===== src/rtl/adder72_seg_sequencer_if.sv =====
// Operand/result valid-ready streams plus the shared carry-chain segment hookup.
// slave = sequencer side, master = environment (producer/consumer + chain segment).
interface adder72_seg_sequencer_if #(
  parameter int unsigned W     = 72,
  parameter int unsigned SEG_W = 8
);
  logic             in_valid;
  logic             in_ready;
  logic [W-1:0]     in_a;
  logic [W-1:0]     in_b;
  logic             in_cin;
  logic             in_sub;

  logic [SEG_W-1:0] chain_s;
  logic [SEG_W-1:0] chain_d;
  logic             chain_ci;
  logic [SEG_W-1:0] chain_sum;
  logic             chain_co;

  logic             out_valid;
  logic             out_ready;
  logic [W-1:0]     out_sum;
  logic             out_cout;
  logic             out_ovf;

  modport slave (
    input  in_valid, in_a, in_b, in_cin, in_sub, chain_sum, chain_co, out_ready,
    output in_ready, chain_s, chain_d, chain_ci, out_valid, out_sum, out_cout, out_ovf
  );

  modport master (
    output in_valid, in_a, in_b, in_cin, in_sub, chain_sum, chain_co, out_ready,
    input  in_ready, chain_s, chain_d, chain_ci, out_valid, out_sum, out_cout, out_ovf
  );
endinterface


===== src/rtl/adder72_seg_sequencer.sv =====
// Runs one W-bit add/sub as NSEG back-to-back passes through a single shared SEG_W carry-chain
// segment, feeding each pass's carry-out into the next pass's carry-in.
module adder72_seg_sequencer #(
  parameter int unsigned W     = 72,
  parameter int unsigned SEG_W = 8
) (
  input  logic                   clk,
  input  logic                   rst_n,
  adder72_seg_sequencer_if.slave bus
);

  localparam int unsigned NSEG   = W / SEG_W;
  localparam int unsigned SEG_CW = (NSEG > 1) ? $clog2(NSEG) : 1;

  typedef enum logic [1:0] {S_IDLE, S_RUN, S_DONE} state_t;

  state_t             r_state,     w_state;
  logic [SEG_CW-1:0]  r_seg,       w_seg;
  logic [W-1:0]       r_a,         w_a;
  logic [W-1:0]       r_b,         w_b;
  logic [W-1:0]       r_sum,       w_sum;
  logic               r_cout,      w_cout;
  logic               r_ovf,       w_ovf;
  logic               r_out_valid, w_out_valid;
  logic               r_in_ready,  w_in_ready;
  logic [SEG_W-1:0]   r_chain_s,   w_chain_s;
  logic [SEG_W-1:0]   r_chain_d,   w_chain_d;
  logic               r_chain_ci,  w_chain_ci;  // doubles as the running inter-pass carry

  logic [W-1:0]       w_beff_in;
  logic               w_ci_in;
  int unsigned        w_nxt_idx;

  function automatic logic [SEG_W-1:0] seg_slice(input logic [W-1:0] v, input int unsigned k);
    return v[k*SEG_W +: SEG_W];
  endfunction

  // Next-state and next-output logic; every register is loaded from here.
  always_comb begin
    w_state     = r_state;
    w_seg       = r_seg;
    w_a         = r_a;
    w_b         = r_b;
    w_sum       = r_sum;
    w_cout      = r_cout;
    w_ovf       = r_ovf;
    w_out_valid = r_out_valid;
    w_in_ready  = r_in_ready;
    w_chain_s   = r_chain_s;
    w_chain_d   = r_chain_d;
    w_chain_ci  = r_chain_ci;
    w_beff_in   = bus.in_sub ? ~bus.in_b : bus.in_b;
    w_ci_in     = bus.in_sub ? 1'b1 : bus.in_cin;
    w_nxt_idx   = 32'(r_seg) + 32'd1;

    case (r_state)
      S_IDLE: begin
        if (bus.in_valid) begin
          // Chain outputs are preloaded with pass 0 so the segment sees them in the first RUN cycle.
          w_a        = bus.in_a;
          w_b        = w_beff_in;
          w_seg      = '0;
          w_chain_s  = seg_slice(bus.in_a, 0) ^ seg_slice(w_beff_in, 0);
          w_chain_d  = seg_slice(bus.in_a, 0);
          w_chain_ci = w_ci_in;
          w_in_ready = 1'b0;
          w_state    = S_RUN;
        end
      end

      S_RUN: begin
        w_sum[32'(r_seg)*SEG_W +: SEG_W] = bus.chain_sum;
        if (r_seg == SEG_CW'(NSEG - 1)) begin
          w_cout      = bus.chain_co;
          w_ovf       = (r_a[W-1] == r_b[W-1]) & (bus.chain_sum[SEG_W-1] != r_a[W-1]);
          w_out_valid = 1'b1;
          w_seg       = '0;
          w_chain_s   = '0;
          w_chain_d   = '0;
          w_chain_ci  = 1'b0;
          w_state     = S_DONE;
        end else begin
          w_seg      = r_seg + SEG_CW'(1);
          w_chain_s  = seg_slice(r_a, w_nxt_idx) ^ seg_slice(r_b, w_nxt_idx);
          w_chain_d  = seg_slice(r_a, w_nxt_idx);
          w_chain_ci = bus.chain_co;
        end
      end

      S_DONE: begin
        if (bus.out_ready) begin
          w_out_valid = 1'b0;
          w_in_ready  = 1'b1;
          w_state     = S_IDLE;
        end
      end

      default: begin
        w_state    = S_IDLE;
        w_in_ready = 1'b1;
      end
    endcase
  end

  always_ff @(posedge clk or negedge rst_n) begin
    if (!rst_n) begin
      r_state     <= S_IDLE;
      r_seg       <= '0;
      r_a         <= '0;
      r_b         <= '0;
      r_sum       <= '0;
      r_cout      <= 1'b0;
      r_ovf       <= 1'b0;
      r_out_valid <= 1'b0;
      r_in_ready  <= 1'b1;
      r_chain_s   <= '0;
      r_chain_d   <= '0;
      r_chain_ci  <= 1'b0;
    end else begin
      r_state     <= w_state;
      r_seg       <= w_seg;
      r_a         <= w_a;
      r_b         <= w_b;
      r_sum       <= w_sum;
      r_cout      <= w_cout;
      r_ovf       <= w_ovf;
      r_out_valid <= w_out_valid;
      r_in_ready  <= w_in_ready;
      r_chain_s   <= w_chain_s;
      r_chain_d   <= w_chain_d;
      r_chain_ci  <= w_chain_ci;
    end
  end

  assign bus.in_ready  = r_in_ready;
  assign bus.out_valid = r_out_valid;
  assign bus.out_sum   = r_sum;
  assign bus.out_cout  = r_cout;
  assign bus.out_ovf   = r_ovf;
  assign bus.chain_s   = r_chain_s;
  assign bus.chain_d   = r_chain_d;
  assign bus.chain_ci  = r_chain_ci;

endmodule

===== src/flat_wrapper.sv =====
// flat-port wrapper written by rule: the top's interface ports become plain ports
module adder72_seg_sequencer_flat 
#(
  parameter int unsigned W     = 72,
  parameter int unsigned SEG_W = 8
)
  (clk, rst_n, bus_in_valid, bus_in_a, bus_in_b, bus_in_cin, bus_in_sub, bus_chain_sum, bus_chain_co, bus_out_ready, bus_in_ready, bus_chain_s, bus_chain_d, bus_chain_ci, bus_out_valid, bus_out_sum, bus_out_cout, bus_out_ovf);
  adder72_seg_sequencer_if #(.W(W), .SEG_W(SEG_W)) bus_i ();
  input  logic clk;
  input  logic rst_n;
  input wire logic [$bits(bus_i.in_valid)-1:0] bus_in_valid;
  input wire logic [$bits(bus_i.in_a)-1:0] bus_in_a;
  input wire logic [$bits(bus_i.in_b)-1:0] bus_in_b;
  input wire logic [$bits(bus_i.in_cin)-1:0] bus_in_cin;
  input wire logic [$bits(bus_i.in_sub)-1:0] bus_in_sub;
  input wire logic [$bits(bus_i.chain_sum)-1:0] bus_chain_sum;
  input wire logic [$bits(bus_i.chain_co)-1:0] bus_chain_co;
  input wire logic [$bits(bus_i.out_ready)-1:0] bus_out_ready;
  output wire logic [$bits(bus_i.in_ready)-1:0] bus_in_ready;
  output wire logic [$bits(bus_i.chain_s)-1:0] bus_chain_s;
  output wire logic [$bits(bus_i.chain_d)-1:0] bus_chain_d;
  output wire logic [$bits(bus_i.chain_ci)-1:0] bus_chain_ci;
  output wire logic [$bits(bus_i.out_valid)-1:0] bus_out_valid;
  output wire logic [$bits(bus_i.out_sum)-1:0] bus_out_sum;
  output wire logic [$bits(bus_i.out_cout)-1:0] bus_out_cout;
  output wire logic [$bits(bus_i.out_ovf)-1:0] bus_out_ovf;
  assign bus_i.in_valid = bus_in_valid;
  assign bus_i.in_a = bus_in_a;
  assign bus_i.in_b = bus_in_b;
  assign bus_i.in_cin = bus_in_cin;
  assign bus_i.in_sub = bus_in_sub;
  assign bus_i.chain_sum = bus_chain_sum;
  assign bus_i.chain_co = bus_chain_co;
  assign bus_i.out_ready = bus_out_ready;
  assign bus_in_ready = bus_i.in_ready;
  assign bus_chain_s = bus_i.chain_s;
  assign bus_chain_d = bus_i.chain_d;
  assign bus_chain_ci = bus_i.chain_ci;
  assign bus_out_valid = bus_i.out_valid;
  assign bus_out_sum = bus_i.out_sum;
  assign bus_out_cout = bus_i.out_cout;
  assign bus_out_ovf = bus_i.out_ovf;
  adder72_seg_sequencer #(.W(W), .SEG_W(SEG_W)) u_core (.clk(clk), .rst_n(rst_n), .bus(bus_i));
endmodule

===== config.mk =====
export PLATFORM = sky130hd
export DESIGN_NAME = adder72_seg_sequencer_flat
export DESIGN_NICKNAME = d
export VERILOG_FILES = /design/src/rtl/adder72_seg_sequencer_if.sv /design/src/rtl/adder72_seg_sequencer.sv /design/src/flat_wrapper.sv
export SDC_FILE = /design/constraint.sdc
export NUM_CORES = 1
export LEC_CHECK = 0
export CAP_MARGIN = 0
export CORE_ASPECT_RATIO = 1.5
export CORE_UTILIZATION = 54
export CTS_CLUSTER_DIAMETER = 30
export DETAILED_ROUTE_END_ITERATION = 16
export PLACE_DENSITY = 0.95
export SLEW_MARGIN = 10
export SYNTH_ARGS = -nofsm -noshare
export SYNTH_HDL_FRONTEND = slang
export SYNTH_SLANG_ARGS = --single-unit

===== constraint.sdc =====
create_clock -name clk -period 8 [get_ports clk]
set_input_delay 1.2 -clock clk [delete_from_list [all_inputs] [get_ports clk]]
set_output_delay 1.2 -clock clk [all_outputs]
set_load 0.01 [all_outputs]

[Word-level counts from Yosys, hierarchy flattened]
Cells that the tools add are included.
Cells by class
  add/sub/neg operators: 3
  eq/ne operators: 8
  shifts and indexed selects: 4
  multiplexer cells: 25
  bitwise operators: 5
  reductions and logical operators: 9
Operators by type and width (count)
  72-bit by 33-bit variable part select with 8-bit output: 2
  72-bit bitwise mux: 1
  72-bit 2-to-1 mux: 1
  72-bit inverter: 1
  8-bit by 34-bit variable shift with 72-bit output (first input constant): 1
  8-bit by 34-bit variable part select with 72-bit output: 1
  7-bit negation with 34-bit output: 1
  8-bit 2-to-1 mux: 4
  8-bit one-hot mux with 2 select lines: 2
  8-bit bitwise XOR: 2
  3-bit AND reduction: 3
  4-bit 2-to-1 mux: 2
  4-bit one-hot mux with 2 select lines: 1
  1-bit 2-to-1 mux: 7
  2-bit 2-to-1 mux: 3
  2-bit one-hot mux with 3 select lines: 1
  2-bit AND reduction: 3
  4-bit by 1-bit adder with 5-bit output (second input constant): 1
  4-bit by 1-bit adder with 4-bit output (second input constant): 1
  4-bit equality test (second input constant): 1
  2-bit != test (second input constant): 2
  1-bit one-hot mux with 2 select lines: 2
  2-bit nonzero test: 2
  1-bit one-hot mux with 3 select lines: 1
  8 further kinds: 8
Storage, ports and cells
  bits in registers: 243
  input bits: 159

[Logic depth before layout (Yosys ltp)]
Gate-level depths: netlist (run 1).
  word-level depth: 5
  depth in mapped cells: 12

[Worst setup path after synthesis (run 1)]
No wires, ideal clock.
  path kind: reg2reg
  start point: reg u_core.r_seg[2]
  end point: reg u_core.r_sum[10], in the netlist u_core.bus.out_sum[10]
  setup time: 125 ps
  arrival: 2388 ps
  required time: 7875 ps
  path slack: 5487 ps
  stages on the path, launching flop included: 12
  buffers on the path: 5
  path through: dfrtp_1 > buf_2 > buf_4 > buf_2 > nor3_1 > ha_1 > buf_2 > and3b_1 > buf_2 > and2_1 > nand2_2 > mux2_2
On the way
  cells in the longest elaborated chain, start to end: 3
  elaborated cells on any way between the ends: 4
  those cells by class: 1 x add/sub; 2 x shift; 1 x mux
Ends and longest elaborated chain
  from (decl): RTL line adder72_seg_sequencer.sv:18  | logic [SEG_CW-1:0] r_seg, w_seg;
  from (signal assigned): RTL line adder72_seg_sequencer.sv:121  | r_seg <= w_seg;
  7-bit negation with 34-bit output (*): RTL line adder72_seg_sequencer.sv:72  | w_sum[32'(r_seg)*SEG_W +: SEG_W] = bus.chain_sum;
  8-bit by 34-bit variable part select with 72-bit output or 8-bit by 34-bit variable shift with 72-bit output (tied branches): RTL line adder72_seg_sequencer.sv:72
  72-bit bitwise mux (*): RTL line adder72_seg_sequencer.sv:72
  to (signal assigned): RTL line adder72_seg_sequencer.sv:124  | r_sum <= w_sum;
  to (decl): RTL line adder72_seg_sequencer.sv:21  | logic [W-1:0] r_sum, w_sum;
Every way passes the cells marked *; elsewhere a longest branch is shown, timed or not.
A chain may end at the register's enable or synchronous reset.

[Final worst setup path (run 1)]
  start point: reg u_core.r_seg[2]
  end point: reg u_core.r_sum[38], in the netlist u_core.bus.out_sum[38]
The elaborated chain is that of the path after synthesis.

==> run_results.csv, run 1 <==
group,metric,value,unit
critical_path,crit_start,"u_core.r_seg[2]$_DFFE_PN0P_",
critical_path,critPathMaxFanout,44,
global_routing,grt_pass1_vias,8678,
synthesis,synth_fp_nets,1070,
critical_path,worst_r2r_path_depth,5,
critical_path,worstPathArrival,3710,ps
cells_and_area,finish.instance_area,14500,um2
synthesis,ys.flop_type,"dfrtp_1",
critical_path,rrSetupSlack,4710,ps
place,gp_congestion,0.850,
sta,slew_headroom,0.277,
cts,ctsHoldBuffers,0,
synthesis,synth_cells,905,
sta,tns,0,ps
critical_path,r2r_start,"u_core.r_seg[2]$_DFFE_PN0P_",
synthesis,synth_area,10800,um2
synthesis,ys_warn_count,0,
cells_and_area,drive_above_1_share,0.177,
critical_path,r2r-end,"u_core.bus.out_sum[38]$_DFFE_PN0P_",
sta,hold_viol,0,
power,sw_frac_of_total,0.354,
floorplanning,fp.coreArea,19300,um2
cts,clockBufferDepth,3,
place,place_hpwl,20300,um
power,ir_drop,0.000235,V
worst_hold_path,hold_class,"register to register",
global_routing,grt.total_usage,0.294,
floorplanning,start_util,0.557,
power,p_switching,2.12,mW
global_routing,grt_max_degree,198,
synthesis,synth_area_leaders,"dfrtp_1 (53%), mux2_2 (8.6%), xnor2_1 (6.9%)",
sta,worst_pin_slew,1080,ps
critical_path,crit_buf_inv,0,
synthesis,synth-seq-cells,227,
routing,wirelength,28900,um
cts,clock_latency,540,ps
floorplanning,num_rows,62,
cells_and_area,multi_input_area,4740,um2
routing,route.vias.total,8104,
place,pre_cts_slack,4230,ps
floorplanning,fp.dieH,175,um
cells_and_area,fillCellCount,1149,
critical_path,critical_path.cell_chain,"nor3_1 > ha_1 > and3b_1 > o2111ai_1 > mux2_2",
cells_and_area,final_common_cell,"clkdlybuf4s50_1",
routing,drt_first_pass_iters,5,
worst_hold_path,hp-start,"u_core.bus.out_ovf$_DFFE_PN0P_",
routing,dr.first_iter.drc_count,602,
critical_path,required,8420,ps
routing,wire_per_inst,20.4,um
sta,clock_skew,20.7,ps
run,max-cap-violations,0,
sta,fin_crit,3290,ps
global_routing,grt_antenna_before_repair,3,
synthesis,synth_cell_types,51,
critical_path,cp-start-kind,"register",
cts,ctsResizeCount,0,
sta,slew_viol_final,0,
worst_hold_path,whs_path_depth,2,
power,p_seq_frac,0.350,
power,clockPowerShare,0.234,
global_routing,grt_pass1_wl,45500,um
synthesis,syn_area_per_cell,11.9,um2
cells_and_area,regArea,5680,um2
cts,cts_tree,"yes",
floorplanning,die_w,117,um
routing,drc,0,
sta,fmax,304,MHz
cells_and_area,final_nets,1301,
critical_path,critPathCaptureType,"register",
routing,drtAntennaViolNets,0,
cts,post_cts_buffers,0,
power,power.density,414,nW/um2
power,comb_power_share,0.415,
routing,viasPerCell,5.71,
place,dpl_cell_area,13400,um2
cells_and_area,final_cell_mix,"clkdlybuf4s50_1 (249), dfrtp_1 (224), xnor2_1 (85)",
synthesis,async_flop_share,1.00,
global_routing,gr-total-overflow,0,
floorplanning,fp.dieArea,20500,um2
sta,fin_ws,4710,ps
run_status,status,"finished, final reports clean",
cts,path_clk_slew,60,ps
floorplanning,ioPinCount,252,
power,p_leak,5.92,nW
sta,holdWs,477,ps
cells_and_area,area_growth,34.4,%
synthesis,synth_edf_count,0,
synthesis,synth_top_cell_by_area,"dfrtp_1",
cts,htreeDepth,1,
critical_path,critPathSlowestCell,"dfrtp_2",
critical_path,crit_type,"register to register",
cts,clkSinkCount,227,
sta,setup_viol,0,
sta,period_share,0.411,
sta,rsz0062_at_grt,"false",
synthesis,seq_area_frac_synth,0.528,
critical_path,cp_top_family,"flip-flops",
power,p_int,3.87,mW
worst_hold_path,hold_end,"u_core.bus.out_ovf$_DFFE_PN0P_",
synthesis,synth.top_cell.area_share,0.525,
place,numPortBuffers,251,
cts,root_buffer,"clkbuf_16",
critical_path,max_stage_delay,1020,ps
place,dp_cells,1359,
cells_and_area,final_cells,1419,
cts,cts_made_buffers,31,
## state kept, by name, indices dropped and copies added, names as in the netlist
name                  flops
u_core.bus.out_cout       1
u_core.bus.in_ready       1
u_core.bus.out_ovf        1
u_core.r_a               64
u_core.bus.chain_ci       1
u_core.r_state            2
u_core.bus.chain_s        8
u_core.bus.out_valid      1
u_core.r_seg              4
u_core.bus.out_sum       72
u_core.bus.chain_d        8
u_core.r_b               64
## worst max path at each step
stage                                              end  slack [ps]  cells past startpoint
global route        u_core.bus.out_sum[36]$_DFFE_PN0P_        4460                      5
finish              u_core.bus.out_sum[38]$_DFFE_PN0P_        4710                      5
global placement            u_core.r_a[61]$_DFFE_PN0P_        4310                      5
detailed placement          u_core.r_a[29]$_DFFE_PN0P_        4230                      5
floorplan           u_core.bus.out_sum[10]$_DFFE_PN0P_        5490                     11
CTS                 u_core.bus.out_sum[36]$_DFFE_PN0P_        4710                      5
## worst register-to-register path: cells and delay by family (launching register included)
kind | cells | cell delay [ps]
DFF | 1 | 1020
adders and majority gates | 1 | 570
AOI/OAI and AO/OA | 1 | 570
and+or+nand+nor | 2 | 530
muxes | 1 | 490
## stage by stage
stage / utilization / power, mW
6_report: 0.749 / 5.99
5_1_grt: 0.749 / 6.35
4_1_cts: 0.749 / 6.03
3_5_place_dp: 0.693 / 4.59
3_3_place_gp: 0.693 / 4.44
2_1_floorplan: - / 3.60
## synthesized netlist by cell type (2+ instances only)
cell / number
a21oi_1: 71
xnor2_1: 85
dfrtp_1: 226
o221a_2: 7
nand2b_1: 5
nand2_2: 2
nand3_1: 2
a32oi_1: 2
and3b_1: 2
clkbuf_1: 14
o22ai_1: 8
o211ai_1: 2
mux2_2: 82
o2111ai_1: 2
o22a_1: 8
nand2_1: 78
mux2_1: 5
mux2i_2: 4
nor2b_1: 7
mux4_2: 32
o31ai_1: 5
inv_1: 16
xnor3_1: 2
buf_6: 3
mux2i_1: 27
nor2_1: 73
nor3_1: 4
buf_2: 29
o21ai_1: 2
buf_1: 12
ha_1: 6
o21ai_2: 2
and2_1: 7
o21ai_0: 48
and3_1: 6
o41ai_1: 3
o221ai_1: 2
## area by class of cell
cell class / instances / area share
multi-input combinational: 601 / 0.327
antenna: 3 / 0.000519
clock buffer: 33 / 0.0555
sequential: 227 / 0.393
clock inverter: 24 / 0.0190
timing repair buffer: 258 / 0.178
tap: 256 / 0.0221
inverter: 17 / 0.00441
## metal layers
layer / wire length, um / track usage / part of all wire
met5: 0 / 0 / 0
met4: 1780 / 0.184 / 0.062
met3: 1670 / 0.0441 / 0.058
met2: 15500 / 0.518 / 0.54
met1: 9900 / 0.325 / 0.34
## power by group through the flow
stage,logic (mW),clock network [mW],registers [mW]
2_1_floorplan,1.57,0,2.04
3_3_place_gp,2.39,0,2.06
3_5_place_dp,2.49,0,2.10
4_1_cts,2.52,1.42,2.09
5_1_grt,2.73,1.46,2.16
6_report,2.49,1.40,2.10
## cells by family after synthesis
| kind of cell | count (synthesis) | synth area share |
|---|---|---|
| adder cells (fa/ha/maj) | 6 | 0.00697 |
| AO/OA/AOI/OAI | 164 | 0.0905 |
| buffers and inverters | 77 | 0.0328 |
| XOR/XNOR | 87 | 0.0733 |
| AND/OR/NAND/NOR | 194 | 0.0804 |
| multiplexers | 150 | 0.188 |
| flip-flops | 227 | 0.528 |
No activity file was read; power rests on OpenSTA's default activity.
==> inputs of run 2 (changes only) <==
--- a/config.mk
+++ b/config.mk
@@ -7,10 +7,10 @@
 export LEC_CHECK = 0
 export CAP_MARGIN = 0
 export CORE_ASPECT_RATIO = 1.5
-export CORE_UTILIZATION = 54
+export CORE_UTILIZATION = 50
 export CTS_CLUSTER_DIAMETER = 30
 export DETAILED_ROUTE_END_ITERATION = 16
-export PLACE_DENSITY = 0.95
+export PLACE_DENSITY = 0.91
 export SLEW_MARGIN = 10
 export SYNTH_ARGS = -nofsm -noshare
 export SYNTH_HDL_FRONTEND = slang
==> constraint.sdc (replaced) <==
create_clock -name clk -period 3.05 [get_ports clk]
set_input_delay 0.4575 -clock clk [delete_from_list [all_inputs] [get_ports clk]]
set_output_delay 0.4575 -clock clk [all_outputs]
set_load 0.01 [all_outputs]
==> run 2 against run 1 <==
Compared with the run above: first-iteration DRC count fell by 11%; hold slack got worse by 480 ps; largest power group unchanged; clock skew fell by 12 ps; wire length rose by 1.1%; the flow now finishes with violations (negative hold slack); combinational power rose to 2.7 times the previous value; critical path depth rose by 1; global-route usage fell by 2.2 points; largest cell class unchanged.
==> run_results.csv, run 2 (synthesis gave the netlist of run 1 again) <==
group,metric,value,unit
critical_path,max_stage_delay,580,ps
global_routing,grt.total_usage,0.272,
run,max-cap-violations,0,
critical_path,required,3420,ps
critical_path,cp_top_family,"compound AO/OA/AOI/OAI gates",
routing,drc,0,
sta,worst_pin_slew,1100,ps
place,place_hpwl,20400,um
power,p_leak,6.04,nW
cts,cts_tree,"yes",
sta,rsz0062_at_grt,"false",
worst_hold_path,hold_class,"primary input to asynchronous set/reset pin",
routing,drt_first_pass_iters,7,
cts,clkSinkCount,227,
routing,viasPerCell,5.65,
critical_path,critical_path.cell_chain,"inv_1 > ha_1 > buf_4 > nor4_1 > o2111ai_1 > o21ai_0",
sta,period_share,0.879,
sta,setup_viol,0,
floorplanning,num_rows,65,
routing,dr.first_iter.drc_count,536,
run_status,failed_checks,"negative hold slack",
sta,fmax,373,MHz
cts,clockBufferDepth,3,
cts,ctsResizeCount,0,
cts,post_cts_buffers,0,
critical_path,crit_buf_inv,2,
cells_and_area,final_common_cell,"clkdlybuf4s50_1",
routing,wire_per_inst,20.2,um
floorplanning,fp.dieArea,22100,um2
cts,htreeDepth,2,
power,power.density,1090,nW/um2
critical_path,crit_type,"register to register",
sta,tns,0,ps
cells_and_area,final_nets,1315,
power,power,16.1,mW
sta,clock_skew,8.48,ps
cells_and_area,area_growth,36.7,%
floorplanning,fp.coreArea,21100,um2
global_routing,grt_pass1_wl,45800,um
place,gp_congestion,0.859,
critical_path,r2r_start,"u_core.r_seg[3]$_DFFE_PN0P_",
cells_and_area,largest_register_ff_count,72,
critical_path,cp-start-kind,"register",
routing,wirelength,29200,um
global_routing,gr-total-overflow,0,
cts,cts_made_buffers,34,
sta,hold_viol,1,
power,ir_drop,0.000642,V
cts,path_clk_slew,60,ps
cts,root_buffer,"clkbuf_16",
global_routing,grt_antenna_before_repair,4,
sta,fin_crit,2680,ps
critical_path,critPathMaxFanout,16,
cells_and_area,final_cell_mix,"clkdlybuf4s50_1 (249), dfrtp_1 (224), xnor2_1 (85)",
routing,drtAntennaViolNets,0,
critical_path,critPathCaptureType,"register",
global_routing,grt_max_degree,146,
critical_path,crit_start,"u_core.r_seg[3]$_DFFE_PN0P_",
run_status,status,"finished with violations",
floorplanning,start_util,0.511,
critical_path,worstPathArrival,3050,ps
floorplanning,fp.dieH,182,um
sta,slew_viol_final,0,
sta,holdWs,-5.25,ps
critical_path,critPathSlowestCell,"dfrtp_1",
sta,slew_headroom,0.269,
floorplanning,die_w,122,um
cells_and_area,drive_above_1_share,0.185,
routing,route.vias.total,8173,
cts,ctsHoldBuffers,0,
floorplanning,ioPinCount,252,
place,numPortBuffers,251,
cts,clock_latency,490,ps
global_routing,grt_pass1_vias,8599,
-- run 2: changes by cell type in the layout (fill, tap and decap cells not counted) --
cell / delta
diode_2: +1
buf_4: +7
bufinv_16: +1
clkinv_4: -2
clkbuf_1: +2
clkbuf_16: +4
inv_6: -3
clkinv_2: +2
inv_8: -2
buf_12: +4
clkbuf_8: +1
-- run 2: final timing paths --
path	endpoint	slack [ps]	depth (start not counted)
min in group clk	u_core.bus.out_sum[53]$_DFFE_PN0P_	480	2
max in group asynchronous	u_core.r_b[37]$_DFFE_PN0P_	2200	2
min reg2reg	u_core.bus.out_sum[53]$_DFFE_PN0P_	480	2
max reg2reg	u_core.bus.out_sum[1]$_DFFE_PN0P_	370	6
max	u_core.bus.out_sum[1]$_DFFE_PN0P_	370	6
min	u_core.r_a[63]$_DFFE_PN0P_	-5	1
-- run 2: where the power goes --
part           switching (mW)  leakage [nW]  internal [mW]
Combinational            3.20          2.81           3.55
Clock                    1.43         0.559           2.53
Sequential              0.909          2.67           4.47
Total                    5.54          6.04           10.6
-- run 2: final cells by class --
type	instances	area, um2
clock buffer	40	925
tap	268	335
inverter	17	63.8
sequential	227	5680
antenna	4	10.0
clock inverter	20	249
timing repair buffer	269	2710
multi-input combinational	601	4740
fill	1411	6350
-- run 2: per-layer routing --
layer	global-route usage	wire length, um
met1	0.310	10400
met2	0.484	15600
met3	0.0342	1590
met4	0.150	1550
met5	0	0
-- run 2: worst reg2reg max path: cells and delay by family (launching register included) --
kind                     cells  cell delay [ps]
AO/OA/AOI/OAI                2             1070
adder cells (fa/ha/maj)      1              310
AND/OR/NAND/NOR              1              270
flip-flops                   1              580
buffers and inverters        2              320
-- run 2: metrics by stage --
stage / cells / hold slack, ps / instance area, um2 / setup WS (ps) / util
2_1_floorplan: 905 / 162 / 10800 / 537 / -
3_3_place_gp: 1382 / 460 / 13500 / 563 / 0.643
3_5_place_dp: 1382 / 471 / 13500 / 511 / 0.643
4_1_cts: 1442 / 45.0 / 14700 / 436 / 0.698
5_1_grt: 1446 / 67.1 / 14700 / 220 / 0.699
6_report: 1446 / -5.25 / 14700 / 369 / 0.699
==> inputs of run 3 (changes only) <==
--- a/config.mk
+++ b/config.mk
@@ -6,12 +6,11 @@
 export NUM_CORES = 1
 export LEC_CHECK = 0
 export CAP_MARGIN = 0
-export CORE_ASPECT_RATIO = 1.5
 export CORE_UTILIZATION = 50
 export CTS_CLUSTER_DIAMETER = 30
 export DETAILED_ROUTE_END_ITERATION = 16
-export PLACE_DENSITY = 0.91
-export SLEW_MARGIN = 10
+export PLACE_DENSITY = 0.8
+export SLEW_MARGIN = 20
 export SYNTH_ARGS = -nofsm -noshare
 export SYNTH_HDL_FRONTEND = slang
 export SYNTH_SLANG_ARGS = --single-unit
==> run 3 against run 2 <==
Compared with the run above: the flow now finishes without violations; largest cell class unchanged; critical endpoint is now u_core.bus.out_sum[5]$_DFFE_PN0P_; via count fell by 2.0%; non-clock buffer count is the same; die area hardly changed; highest routed layer unchanged; first-iteration DRC count decreased by 26%.
==> run_results.csv, run 3 (synthesis gave the netlist of run 1 again) <==
group,metric,value,unit
run,max-cap-violations,0,
global_routing,grt_max_degree,139,
cts,cts_made_buffers,46,
worst_hold_path,hold_class,"register to register",
critical_path,critPathCaptureType,"register",
routing,route.vias.total,8008,
cells_and_area,regArea,5680,um2
cts,htreeDepth,2,
global_routing,grt_pass1_vias,8275,
run_status,status,"finished, final reports clean",
global_routing,grt_antenna_before_repair,0,
routing,wirelength,28100,um
global_routing,gr-total-overflow,0,
floorplanning,fp.coreArea,21100,um2
sta,slew_viol_final,0,
place,place_hpwl,19200,um
cells_and_area,area_growth,40.6,%
power,ir_drop,0.000525,V
cts,clockBufferDepth,3,
sta,holdWs,484,ps
power,p_seq_frac,0.314,
cts,path_clk_slew,50,ps
floorplanning,start_util,0.511,
critical_path,r2r_start,"u_core.r_seg[0]$_DFFE_PN0P_",
power,clockPowerShare,0.293,
worst_hold_path,hp-start,"u_core.bus.out_sum[33]$_DFFE_PN0P_",
critical_path,rrSetupSlack,620,ps
cells_and_area,final_cells,1474,
cts,clkSinkCount,227,
cells_and_area,final_cell_mix,"clkdlybuf4s50_1 (249), dfrtp_1 (224), xnor2_1 (85)",
routing,viasPerCell,5.43,
critical_path,critPathMaxFanout,16,
cts,cts_tree,"yes",
cts,ctsResizeCount,0,
cells_and_area,multi_input_area,4740,um2
sta,worst_pin_slew,1050,ps
sta,fmax,412,MHz
routing,wire_per_inst,19.0,um
floorplanning,fp.dieH,149,um
global_routing,grt_pass1_wl,44500,um
sta,hold_viol,0,
sta,period_share,0.796,
cells_and_area,fillCellCount,1418,
critical_path,r2r-end,"u_core.bus.out_sum[5]$_DFFE_PN0P_",
worst_hold_path,whs_path_depth,2,
power,p_leak,6.23,nW
sta,slew_headroom,0.296,
power,sw_frac_of_total,0.336,
cells_and_area,drive_above_1_share,0.200,
critical_path,required,3400,ps
critical_path,crit_type,"register to register",
global_routing,grt.total_usage,0.262,
floorplanning,num_rows,53,
sta,rsz0062_at_grt,"false",
cts,clock_latency,530,ps
sta,tns,0,ps
worst_hold_path,hold_end,"u_core.bus.out_sum[33]$_DFFE_PN0P_",
place,numPortBuffers,251,
power,p_switching,5.71,mW
routing,drtAntennaViolNets,0,
cells_and_area,final_common_cell,"clkdlybuf4s50_1",
floorplanning,ioPinCount,252,
place,gp_congestion,0.844,
sta,setup_viol,0,
routing,drt_first_pass_iters,5,
sta,fin_crit,2430,ps
critical_path,worst_r2r_path_depth,6,
critical_path,cp-start-kind,"register",
power,power,17.0,mW
cells_and_area,largest_register_ff_count,72,
routing,drc,0,
cells_and_area,insertedDiodeCount,0,
place,dp_cells,1388,
power,p_int,11.3,mW
power,power.density,1120,nW/um2
floorplanning,fp.dieArea,22100,um2
power,comb_power_share,0.393,
cells_and_area,final_nets,1327,
routing,dr.first_iter.drc_count,398,
cts,root_buffer,"clkbuf_16",
sta,clock_skew,29.1,ps
critical_path,worstPathArrival,2780,ps
floorplanning,die_w,149,um
## run 3: changes by cell type in the layout (fill, tap and decap cells not counted), sizes merged
| cell | change |
|---|---|
| dlygate4sd3 | +1 |
| clkbuf | +16 |
| bufinv | -1 |
| buf | -1 |
| diode | -4 |
| clkinvlp | +2 |
| clkinv | +3 |
| inv | +5 |
## run 3: worst max-delay path, stage by stage, from the launching register on
cell and delay (ps):
dfrtp_1 440, nor3_1 210, ha_1 370, nor4_1 320
o2111ai_1 550, nand2_1 240, o21ai_0 120
## run 3: cell type report
type                            count  share of cell area
Inverter                           17             0.00422
Clock buffer                       56              0.0839
Tap cell                          275              0.0227
Clock inverter                     29              0.0210
Multi-Input combinational cell    601               0.313
Sequential cell                   227               0.376
Timing Repair Buffer              269               0.179
## run 3: timing repair
item | CTS | global route
hold buffers | 1 | 0
buffers inserted | 0 | 0
hold endpoints to repair | 63 | 0
## run 3: power by group through the flow
| stage | Combinational (mW) | Sequential, mW | Clock (mW) |
|---|---|---|---|
| floorplan | 4.11 | 5.34 | 0 |
| global placement | 6.47 | 5.27 | 0 |
| detailed placement | 6.65 | 5.34 | 0 |
| CTS | 6.72 | 5.33 | 5.05 |
| global route | 7.25 | 5.51 | 5.21 |
| finish | 6.67 | 5.34 | 4.98 |
## run 3: worst max path at each step
stage	start	to	slack, ps
after floorplan	u_core.r_seg[2]$_DFFE_PN0P_	u_core.bus.out_sum[10]$_DFFE_PN0P_	540
after global placement	u_core.r_seg[1]$_DFFE_PN0P_	u_core.bus.out_sum[36]$_DFFE_PN0P_	740
after detailed placement	u_core.r_seg[1]$_DFFE_PN0P_	u_core.bus.out_sum[35]$_DFFE_PN0P_	660
after CTS	u_core.r_seg[0]$_DFFE_PN0P_	u_core.bus.out_sum[24]$_DFFE_PN0P_	640
after global routing	u_core.r_seg[0]$_DFFE_PN0P_	u_core.bus.out_sum[1]$_DFFE_PN0P_	420
final	u_core.r_seg[0]$_DFFE_PN0P_	u_core.bus.out_sum[5]$_DFFE_PN0P_	620
## run 3: per-stage QoR
| step | setup slack, ps | utilization | area, um2 |
|---|---|---|---|
| 2_1_floorplan | 537 | - | 10800 |
| 3_3_place_gp | 739 | 0.642 | 13500 |
| 5_1_grt | 421 | 0.718 | 15100 |
| 6_report | 623 | 0.718 | 15100 |
| 4_1_cts | 643 | 0.718 | 15100 |
| 3_5_place_dp | 664 | 0.642 | 13500 |
## run 3: layer usage
layer | routed length, um | GRT usage
met1 | 11600 | 0.334
met2 | 14100 | 0.445
met3 | 1740 | 0.0529
met4 | 664 | 0.0913
met5 | 0 | 0
